==> src/rtl/ann_stream_pkg.sv <==
// Shared types and helpers for the narrow/wide lane streaming stages.
// Used by both the aggregator and the disaggregator so lane geometry stays identical.
package ann_stream_pkg;

  localparam int PKG_DATA_WIDTH  = 8;
  localparam int PKG_FETCH_WIDTH = 6;
  localparam int PKG_CNT_W       = $clog2(PKG_FETCH_WIDTH + 1);

  localparam int SLICE_BUS_W  = 512;
  localparam int SLICE_LANE_W = 64;

  typedef enum logic {
    IDLE = 1'b0,
    EMIT = 1'b1
  } state_t;

  typedef logic [PKG_CNT_W-1:0] lane_cnt_t;

  // Callers zero-extend the word to SLICE_BUS_W and truncate the result to their lane width.
  function automatic logic [SLICE_LANE_W-1:0] lane_slice(input logic [SLICE_BUS_W-1:0] word,
                                                         input int unsigned lane,
                                                         input int unsigned lane_w);
    return SLICE_LANE_W'(word >> (lane * lane_w));
  endfunction

  function automatic logic fw_legal(input int unsigned fw, input int unsigned max_fw);
    return (fw != 0) && (fw <= max_fw);
  endfunction

endpackage

==> src/rtl/wide_word_disaggregator_if.sv <==
// Wide sender / narrow receiver FIFO-style handshake bundle.
interface wide_word_disaggregator_if #(
  parameter int DATA_WIDTH  = 8,
  parameter int FETCH_WIDTH = 6
);

  logic [FETCH_WIDTH*DATA_WIDTH-1:0] sender_data;
  logic                              sender_empty_n;
  logic                              sender_deq;
  logic [DATA_WIDTH-1:0]             receiver_data;
  logic                              receiver_full_n;
  logic                              receiver_enq;

  modport master (
    output sender_data, sender_empty_n, receiver_full_n,
    input  sender_deq, receiver_data, receiver_enq
  );

  modport slave (
    input  sender_data, sender_empty_n, receiver_full_n,
    output sender_deq, receiver_data, receiver_enq
  );

endinterface

==> src/rtl/wide_word_disaggregator_fetch_width_ctrl.sv <==
// Runtime lane-count register: latches legal requests, applies them only when the datapath allows.
// A request in the same cycle as an apply survives as the next pending request.
module fetch_width_ctrl
  import ann_stream_pkg::*;
#(
  parameter int FETCH_WIDTH      = 6,
  parameter int CNT_W            = $clog2(FETCH_WIDTH + 1),
  parameter int INIT_FETCH_WIDTH = FETCH_WIDTH
) (
  input  logic             clk,
  input  logic             rst,
  input  logic             change_fetch_width_i,
  input  logic [CNT_W-1:0] input_fetch_width_i,
  input  logic             apply_ok_i,
  output logic [CNT_W-1:0] active_fw_o,
  output logic             pending_o,
  output logic             cfg_error_o
);

  logic [CNT_W-1:0] active_q, active_d;
  logic [CNT_W-1:0] pend_fw_q, pend_fw_d;
  logic             pending_q, pending_d;
  logic             cfg_error_q, cfg_error_d;
  logic             req_legal;

  assign req_legal = fw_legal(32'(input_fetch_width_i), FETCH_WIDTH);

  always_comb begin
    active_d    = active_q;
    pend_fw_d   = pend_fw_q;
    pending_d   = pending_q;
    cfg_error_d = cfg_error_q;
    if (apply_ok_i && pending_q) begin
      active_d  = pend_fw_q;
      pending_d = 1'b0;
    end
    if (change_fetch_width_i) begin
      if (req_legal) begin
        pending_d = 1'b1;
        pend_fw_d = input_fetch_width_i;
      end else begin
        cfg_error_d = 1'b1;
      end
    end
  end

  always_ff @(posedge clk) begin
    if (rst) begin
      active_q    <= CNT_W'(INIT_FETCH_WIDTH);
      pend_fw_q   <= CNT_W'(INIT_FETCH_WIDTH);
      pending_q   <= 1'b0;
      cfg_error_q <= 1'b0;
    end else begin
      active_q    <= active_d;
      pend_fw_q   <= pend_fw_d;
      pending_q   <= pending_d;
      cfg_error_q <= cfg_error_d;
    end
  end

  assign active_fw_o = active_q;
  assign pending_o   = pending_q;
  assign cfg_error_o = cfg_error_q;

endmodule

==> src/rtl/wide_word_disaggregator.sv <==
// Serializes the active lanes of each wide word, lane 0 first; a popped word emits lane 0 next cycle.
// Receiver backpressure freezes the lane index; the next word is popped on the last lane for zero bubbles.
module wide_word_disaggregator
  import ann_stream_pkg::*;
#(
  parameter int DATA_WIDTH       = 8,
  parameter int FETCH_WIDTH      = 6,
  parameter int CNT_W            = $clog2(FETCH_WIDTH + 1),
  parameter int INIT_FETCH_WIDTH = FETCH_WIDTH
) (
  input  logic                           clk,
  input  logic                           rst,
  wide_word_disaggregator_if.slave       bus,
  input  logic                           change_fetch_width,
  input  logic [CNT_W-1:0]               input_fetch_width,
  output logic [CNT_W-1:0]               active_fetch_width,
  output logic                           busy,
  output logic                           cfg_error
);

  localparam int BUS_W = FETCH_WIDTH * DATA_WIDTH;

  state_t           state_q, state_d;
  logic [BUS_W-1:0] wide_q, wide_d;
  logic [CNT_W-1:0] idx_q, idx_d;
  logic             pending;
  logic             last_lane;
  logic             enq;
  logic             deq;

  fetch_width_ctrl #(
    .FETCH_WIDTH      (FETCH_WIDTH),
    .CNT_W            (CNT_W),
    .INIT_FETCH_WIDTH (INIT_FETCH_WIDTH)
  ) u_fw_ctrl (
    .clk                  (clk),
    .rst                  (rst),
    .change_fetch_width_i (change_fetch_width),
    .input_fetch_width_i  (input_fetch_width),
    .apply_ok_i           (state_q == IDLE),
    .active_fw_o          (active_fetch_width),
    .pending_o            (pending),
    .cfg_error_o          (cfg_error)
  );

  assign last_lane = (idx_q == active_fetch_width - CNT_W'(1));
  assign enq       = (state_q == EMIT) && bus.receiver_full_n;
  // A pending width change blocks the reload so the new width applies between words.
  assign deq       = bus.sender_empty_n && !pending &&
                     ((state_q == IDLE) || (enq && last_lane));

  always_comb begin
    state_d = state_q;
    wide_d  = wide_q;
    idx_d   = idx_q;
    if (deq) begin
      wide_d  = bus.sender_data;
      idx_d   = '0;
      state_d = EMIT;
    end else if (enq) begin
      if (last_lane) begin
        idx_d   = '0;
        state_d = IDLE;
      end else begin
        idx_d = idx_q + CNT_W'(1);
      end
    end
  end

  always_ff @(posedge clk) begin
    if (rst) begin
      state_q <= IDLE;
      wide_q  <= '0;
      idx_q   <= '0;
    end else begin
      state_q <= state_d;
      wide_q  <= wide_d;
      idx_q   <= idx_d;
    end
  end

  assign bus.sender_deq    = deq;
  assign bus.receiver_enq  = enq;
  assign bus.receiver_data = DATA_WIDTH'(lane_slice(SLICE_BUS_W'(wide_q), 32'(idx_q), DATA_WIDTH));
  assign busy              = (state_q == EMIT) || pending;

endmodule

==> src/flat_wrapper.sv <==
// flat-port wrapper written by rule: the top's interface ports become plain ports
module wide_word_disaggregator_flat import ann_stream_pkg::*;
#(
  parameter int DATA_WIDTH       = 8,
  parameter int FETCH_WIDTH      = 6,
  parameter int CNT_W            = $clog2(FETCH_WIDTH + 1),
  parameter int INIT_FETCH_WIDTH = FETCH_WIDTH
)
  (clk, rst, change_fetch_width, input_fetch_width, active_fetch_width, busy, cfg_error, bus_sender_data, bus_sender_empty_n, bus_receiver_full_n, bus_sender_deq, bus_receiver_data, bus_receiver_enq);
  wide_word_disaggregator_if #(.DATA_WIDTH(DATA_WIDTH), .FETCH_WIDTH(FETCH_WIDTH)) bus_i ();
  input  logic clk;
  input  logic rst;
  input  logic change_fetch_width;
  input  logic [CNT_W-1:0] input_fetch_width;
  output logic [CNT_W-1:0] active_fetch_width;
  output logic busy;
  output logic cfg_error;
  input wire logic [$bits(bus_i.sender_data)-1:0] bus_sender_data;
  input wire logic [$bits(bus_i.sender_empty_n)-1:0] bus_sender_empty_n;
  input wire logic [$bits(bus_i.receiver_full_n)-1:0] bus_receiver_full_n;
  output wire logic [$bits(bus_i.sender_deq)-1:0] bus_sender_deq;
  output wire logic [$bits(bus_i.receiver_data)-1:0] bus_receiver_data;
  output wire logic [$bits(bus_i.receiver_enq)-1:0] bus_receiver_enq;
  assign bus_i.sender_data = bus_sender_data;
  assign bus_i.sender_empty_n = bus_sender_empty_n;
  assign bus_i.receiver_full_n = bus_receiver_full_n;
  assign bus_sender_deq = bus_i.sender_deq;
  assign bus_receiver_data = bus_i.receiver_data;
  assign bus_receiver_enq = bus_i.receiver_enq;
  wide_word_disaggregator #(.DATA_WIDTH(DATA_WIDTH), .FETCH_WIDTH(FETCH_WIDTH), .CNT_W(CNT_W), .INIT_FETCH_WIDTH(INIT_FETCH_WIDTH)) u_core (.clk(clk), .rst(rst), .bus(bus_i), .change_fetch_width(change_fetch_width), .input_fetch_width(input_fetch_width), .active_fetch_width(active_fetch_width), .busy(busy), .cfg_error(cfg_error));
endmodule
==> config.mk <==
export PLATFORM = sky130hd
export DESIGN_NAME = wide_word_disaggregator_flat
export DESIGN_NICKNAME = d
export VERILOG_FILES = /design/src/rtl/ann_stream_pkg.sv /design/src/rtl/wide_word_disaggregator_if.sv /design/src/rtl/wide_word_disaggregator_fetch_width_ctrl.sv /design/src/rtl/wide_word_disaggregator.sv /design/src/flat_wrapper.sv
export SDC_FILE = /design/constraint.sdc
export NUM_CORES = 1
export LEC_CHECK = 0
export ABC_AREA = 1
export CORE_ASPECT_RATIO = 0.6
export CORE_UTILIZATION = 30
export CTS_CLUSTER_DIAMETER = 100
export DETAILED_ROUTE_END_ITERATION = 10
export SYNTH_ARGS = -nofsm -noshare
export SYNTH_HDL_FRONTEND = slang
export SYNTH_SLANG_ARGS = --single-unit
==> constraint.sdc <==
create_clock -name clk -period 2.3 [get_ports clk]
set_clock_uncertainty 0.05 [all_clocks]
set_input_delay 0.345 -clock clk [delete_from_list [all_inputs] [get_ports clk]]
set_output_delay 0.345 -clock clk [all_outputs]
set_load 0.01 [all_outputs]
# [Word-level counts from Yosys, hierarchy flattened]
# Cells that the tools add are included.
[totals] reg_bits=60 in_bits=56 output_inout_bits=15 wordCells=37
[classes] n_addsub=2 n_lt_le_gt_ge=1 n_eq_ne=1 shifts=1 mux=7 n_bitwise=2 reduce_logical=16
[op_table] operator=">> shifter 48 x 6 -> 8 bit" count=1
[op_table] operator="logical AND 1 bit" count=6
[op_table] operator="two-way mux 1 bit" count=6
[op_table] operator="AND reduction 2 bit" count=3
[op_table] operator="nonzero test 2 bit" count=2
[op_table] operator="adder 3 x 1 -> 3 bit, second input constant" count=1
[op_table] operator="== test 3 bit" count=1
[op_table] operator="<= comparator 3 bit, second input constant" count=1
[op_table] operator="two-way mux 3 bit" count=1
[op_table] operator="nonzero test 3 bit" count=1
[op_table] operator="subtractor 3 x 1 -> 3 bit, second input constant" count=1
[op_table] operator="logical OR 1 bit" count=2
[op_table] operator="inverter 1 bit" count=2
[op_table] operator="OR reduction 2 bit" count=1
[op_table] operator="logical NOT 1 bit" count=1

# [Depth between registers and ports, before layout]
# Gate-level depths: netlist of run 1.
[logic_depth] word_depth=7 mapped_depth=12

# [Hierarchy]
# Synthesis of run 1 repeated with hierarchy kept, for this count alone.
[unflattened] cells_unflattened=490 hier_area_um2=3229.3
[modules_own_cells] module="wide_word_disaggregator" n_inst=1 cells_each=446 area_per_inst_um2=2886.5
[modules_own_cells] module="fetch_width_ctrl" n_inst=1 cells_each=44 area_per_inst_um2=342.8

# [Worst setup path before layout of run 1]
# OpenSTA, ideal clock, no wires.
[synth_timing] path_type="reg-to-output" start="reg u_core.u_fw_ctrl.active_q[0] (netlist: u_core.u_fw_ctrl.active_fw_o[0])" end="out bus_sender_deq" t_arrival_ps=1475 setup_slack_ps=430 stages_incl_launch_ff=12 n_path_buf=1 cell_sequence="dfxtp_1 -> inv_1 -> ha_1 -> inv_1 -> nand2_1 -> nand2_1 -> nor2_2 -> nand3_2 -> nand2_4 -> buf_8 -> nand2_1 -> inv_1"
[synth_via] elab_chain_cells=5
[synth_lines] element="start: declaration" line_no="wide_word_disaggregator_fetch_width_ctrl.sv:20" source="logic [CNT_W-1:0] active_q, active_d;"
[synth_lines] element="start signal: assignment" line_no="wide_word_disaggregator_fetch_width_ctrl.sv:49" source="active_q <= CNT_W'(INIT_FETCH_WIDTH);"
[synth_lines] element="start signal: assignment" line_no="wide_word_disaggregator_fetch_width_ctrl.sv:54" source="active_q <= active_d;"
[synth_lines] element="subtractor 3 x 1 -> 3 bit" line_no="wide_word_disaggregator.sv:46" source="assign last_lane = (idx_q == active_fetch_width - CNT_W'(1));"
[synth_lines] element="== test 3 bit" line_no="wide_word_disaggregator.sv:46"
[synth_lines] element="logical AND 1 bit" line_no="wide_word_disaggregator.sv:50" source="((state_q == IDLE) || (enq && last_lane));"
[synth_lines] element="logical OR 1 bit" line_no="wide_word_disaggregator.sv:50"
[synth_lines] element="logical AND 1 bit" line_no="wide_word_disaggregator.sv:49" source="assign deq = bus.sender_empty_n && !pending &&"
[synth_lines] element="end: declaration" line_no="flat_wrapper.sv:21" source="output wire logic [$bits(bus_i.sender_deq)-1:0] bus_sender_deq;"
# No other way between the ends.

# [Worst setup path after layout of run 1]
# Same ends and word-level chain as after synthesis.

==> results of run 1 <==
-- registers in the layout, summed over array words and instances (netlist names) --
signal and count:
u_core.wide_q 48, u_core.idx_q 3, u_core.u_fw_ctrl.active_fw_o 3, u_core.u_fw_ctrl.pend_fw_q 3
u_core.state_q 1, u_core.u_fw_ctrl.cfg_error_o 1, u_core.u_fw_ctrl.pending_o 1
-- worst max path at each step --
stage | cells past startpoint | slack (ns) | start | endpoint
2_1_floorplan | 11 | 0.43 | u_core.u_fw_ctrl.active_fw_o[0] | bus_sender_deq
3_3_place_gp | 8 | 0.10 | bus_receiver_full_n | bus_sender_deq
3_5_place_dp | 11 | 0.07 | u_core.u_fw_ctrl.active_fw_o[0] | bus_sender_deq
4_1_cts | 11 | 0.00007 | u_core.u_fw_ctrl.active_fw_o[0] | bus_sender_deq
5_1_grt | 11 | 0.006 | u_core.u_fw_ctrl.active_fw_o[0] | bus_sender_deq
6_report | 11 | 0.11 | u_core.u_fw_ctrl.active_fw_o[0] | bus_sender_deq
-- metal layers --
metal	vias up	GRT usage (%)	wire length (um)
met2	99	23.2	3300
met4	0	6.85	137
li1	1654	-	-
met1	1368	23.5	4330
met5	-	0	0
met3	11	5.12	566
-- cell type report --
type | instances | area (um2) | area share [%]
Tap cell | 135 | 169 | 3.95
Clock inverter | 2 | 10.0 | 0.234
Multi-Input combinational cell | 327 | 1560 | 36.5
Timing Repair Buffer | 81 | 826 | 19.3
Inverter | 63 | 241 | 5.65
Sequential cell | 60 | 1200 | 28.2
Clock buffer | 12 | 267 | 6.23
-- Yosys cell counts, types with 2 or more instances --
master / number / area (um2)
dfxtp_1: 60 / 1200
buf_8: 2 / 30.0
clkbuf_1: 12 / 45.0
buf_1: 4 / 15.0
nor2_1: 82 / 308
nand2_1: 83 / 312
o22ai_1: 8 / 50.1
nor2_2: 3 / 18.8
ha_1: 2 / 25.0
buf_2: 12 / 60.1
nand3_1: 53 / 265
inv_2: 4 / 15.0
a21oi_1: 34 / 170
inv_1: 59 / 221
o211ai_1: 3 / 22.5
o21ai_0: 35 / 175
a21oi_2: 19 / 166
-- metrics by stage --
step           hold slack (ns)  instances
2_1_floorplan            0.364        482
3_3_place_gp             0.409        666
3_5_place_dp             0.414        666
4_1_cts                  0.426        680
5_1_grt                  0.452        680
6_report                 0.414        680
-- cell families after synthesis --
family,synth area share (%)
DFF,37.9
AOI/OAI and AO/OA,18.6
adders and majority gates,0.790
buffers and inverters,13.1
and+or+nand+nor,29.6
-- report_power, final --
group          switching, mW  internal (mW)  leakage, nW
Sequential            0.0640           1.13        0.497
Combinational          0.309          0.279         1.38
Clock                  0.448          0.799        0.140
Total                  0.821           2.21         2.02
-- timing repair --
item,4_1_cts,5_1_grt
resized for setup,12,4
pin swaps,0,0
setup endpoints to repair,9,3
-- critical path, stage by stage, from the launching register on --
cell      delay, ns
dfxtp_1        0.34
inv_1          0.07
ha_1           0.29
inv_1          0.04
nand2_1        0.05
nand2_1        0.06
nor2_2         0.12
nand3_2        0.12
nand2_4        0.09
nand2_1        0.09
inv_1          0.07
clkbuf_2       0.12
==> flow_summary.yaml, run 1 <==
job:
  cap_violations: 0
synth:
  synthDistinctLibCells: 24
  yosysWarnings: 0
  syn_avg_cell_area_um2: 6.57
  synthesis.area_um2: 3170
  syn_inst: 482
  synth-seq-area-share_pct: 37.9
  synth_enable_flop_cells: 0
  synth_nets: 540
  yosys_most_used_dff: "dfxtp_1"
  async_flop_share_pct: 0
  synth-seq-cells: 60
drt:
  drc: 0
  post_drt_wl_per_cell_um: 12.3
  drt-vias-per-instance: 4.61
  drt-initial-drc-count: 197
  vias: 3132
  detail-route-antenna-nets: 0
  first_pass_iters: 4
  totalWireLength_mm: 8.34
setup_path:
  endpoint_kind: "output port"
  r2r-start: "u_core.u_fw_ctrl.active_fw_o[0]"
  r2r_end: "u_core.wide_q[5]"
  critPathMaxFanout: 3
  worstSetupPathType: "reg2out"
  reg2reg_slack_ns: 0.22
  cp-start-kind: "flop"
  crit_required_ns: 1.90
  cp.arrival_ns: 1.80
  reg2regPathDepth: 12
power:
  powerDensity_nw_per_um2: 710
  ir_worst_vdd_uv: 399
  p_total_mw: 3.03
  p_leak_nw: 2.02
floorplanning:
  die-width_um: 135
  io_pins: 71
  rows: 28
  initial_utilization_pct: 31.5
  dieArea_um2: 11000
  die_h_um: 81.6
  coreArea_um2: 10100
global_routing:
  grt_pass1_wl_mm: 14.1
  grtUsageTotal_pct: 16.7
  overflow: 0
  grt_pass1_vias: 2900
  grt_max_degree: 98
  antenna_found_initial: 0
placement:
  placed_cell_area_um2: 4000
  place_hpwl_mm: 5.87
  io_buffer_count: 70
  routabilityCongestion: 0.808
  pre_cts_ws_ns: 0.0667
layout:
  fin_util_pct: 42.5
  mostFrequentLayoutCell: "nand2_1"
  fin_area_um2: 4280
  finalNetCount: 600
  syn_to_final_growth_pct: 35.0
  nFillCells: 1025
  antenna_cells: 0
  final_cell_mix: "83 x nand2_1, 81 x nor2_1, 61 x clkdlybuf4s50_1"
  drive_gt1_share_pct: 10.6
clock_network:
  cts_buffers: 9
  clk_pin_slew_ns: 0.05
  numClockSinks: 60
  cts_setup_buffers: 0
  root_buffer: "clkbuf_16"
  clock_path_buffers: 2
  cts_max_level: 3
  cts_tree: "yes"
  hold_buffers: 0
  clock_latency_ns: 0.33
timing:
  maxSlewViolCount: 0
  fin_ws_ns: 0.110
  setup_viol: 0
  maxClockFrequency_mhz: 457
  fin_crit_sh_pct: 95.2
  fin_tns_setup_ns: 0
  relSlewSlack_pct: 61.9
  finalHoldViolCount: 0
  worst_pin_slew_ns: 0.566
  fin_crit_ns: 2.19
  rsz0062_at_grt: "no"
worst_hold_path:
  worstHoldPathType: "reg2reg"
  worstHoldStart: "u_core.u_fw_ctrl.cfg_error_o"
  worstHoldPathCells: 2
  whs_endpoint: "u_core.u_fw_ctrl.cfg_error_o"
outcome:
  outcome: "completed"
Note: power is estimated with default switching activity, not from simulation.
==> run 2, diff against run 1 <==
--- a/config.mk
+++ b/config.mk
@@ -10,6 +10,8 @@
 export CORE_UTILIZATION = 30
 export CTS_CLUSTER_DIAMETER = 100
 export DETAILED_ROUTE_END_ITERATION = 10
+export HOLD_SLACK_MARGIN = 0.15
+export SLEW_MARGIN = 30
 export SYNTH_ARGS = -nofsm -noshare
 export SYNTH_HDL_FRONTEND = slang
 export SYNTH_SLANG_ARGS = --single-unit
==> results of run 2 <==
No change in the layout: final DEF, timing and power equal those of run 1.
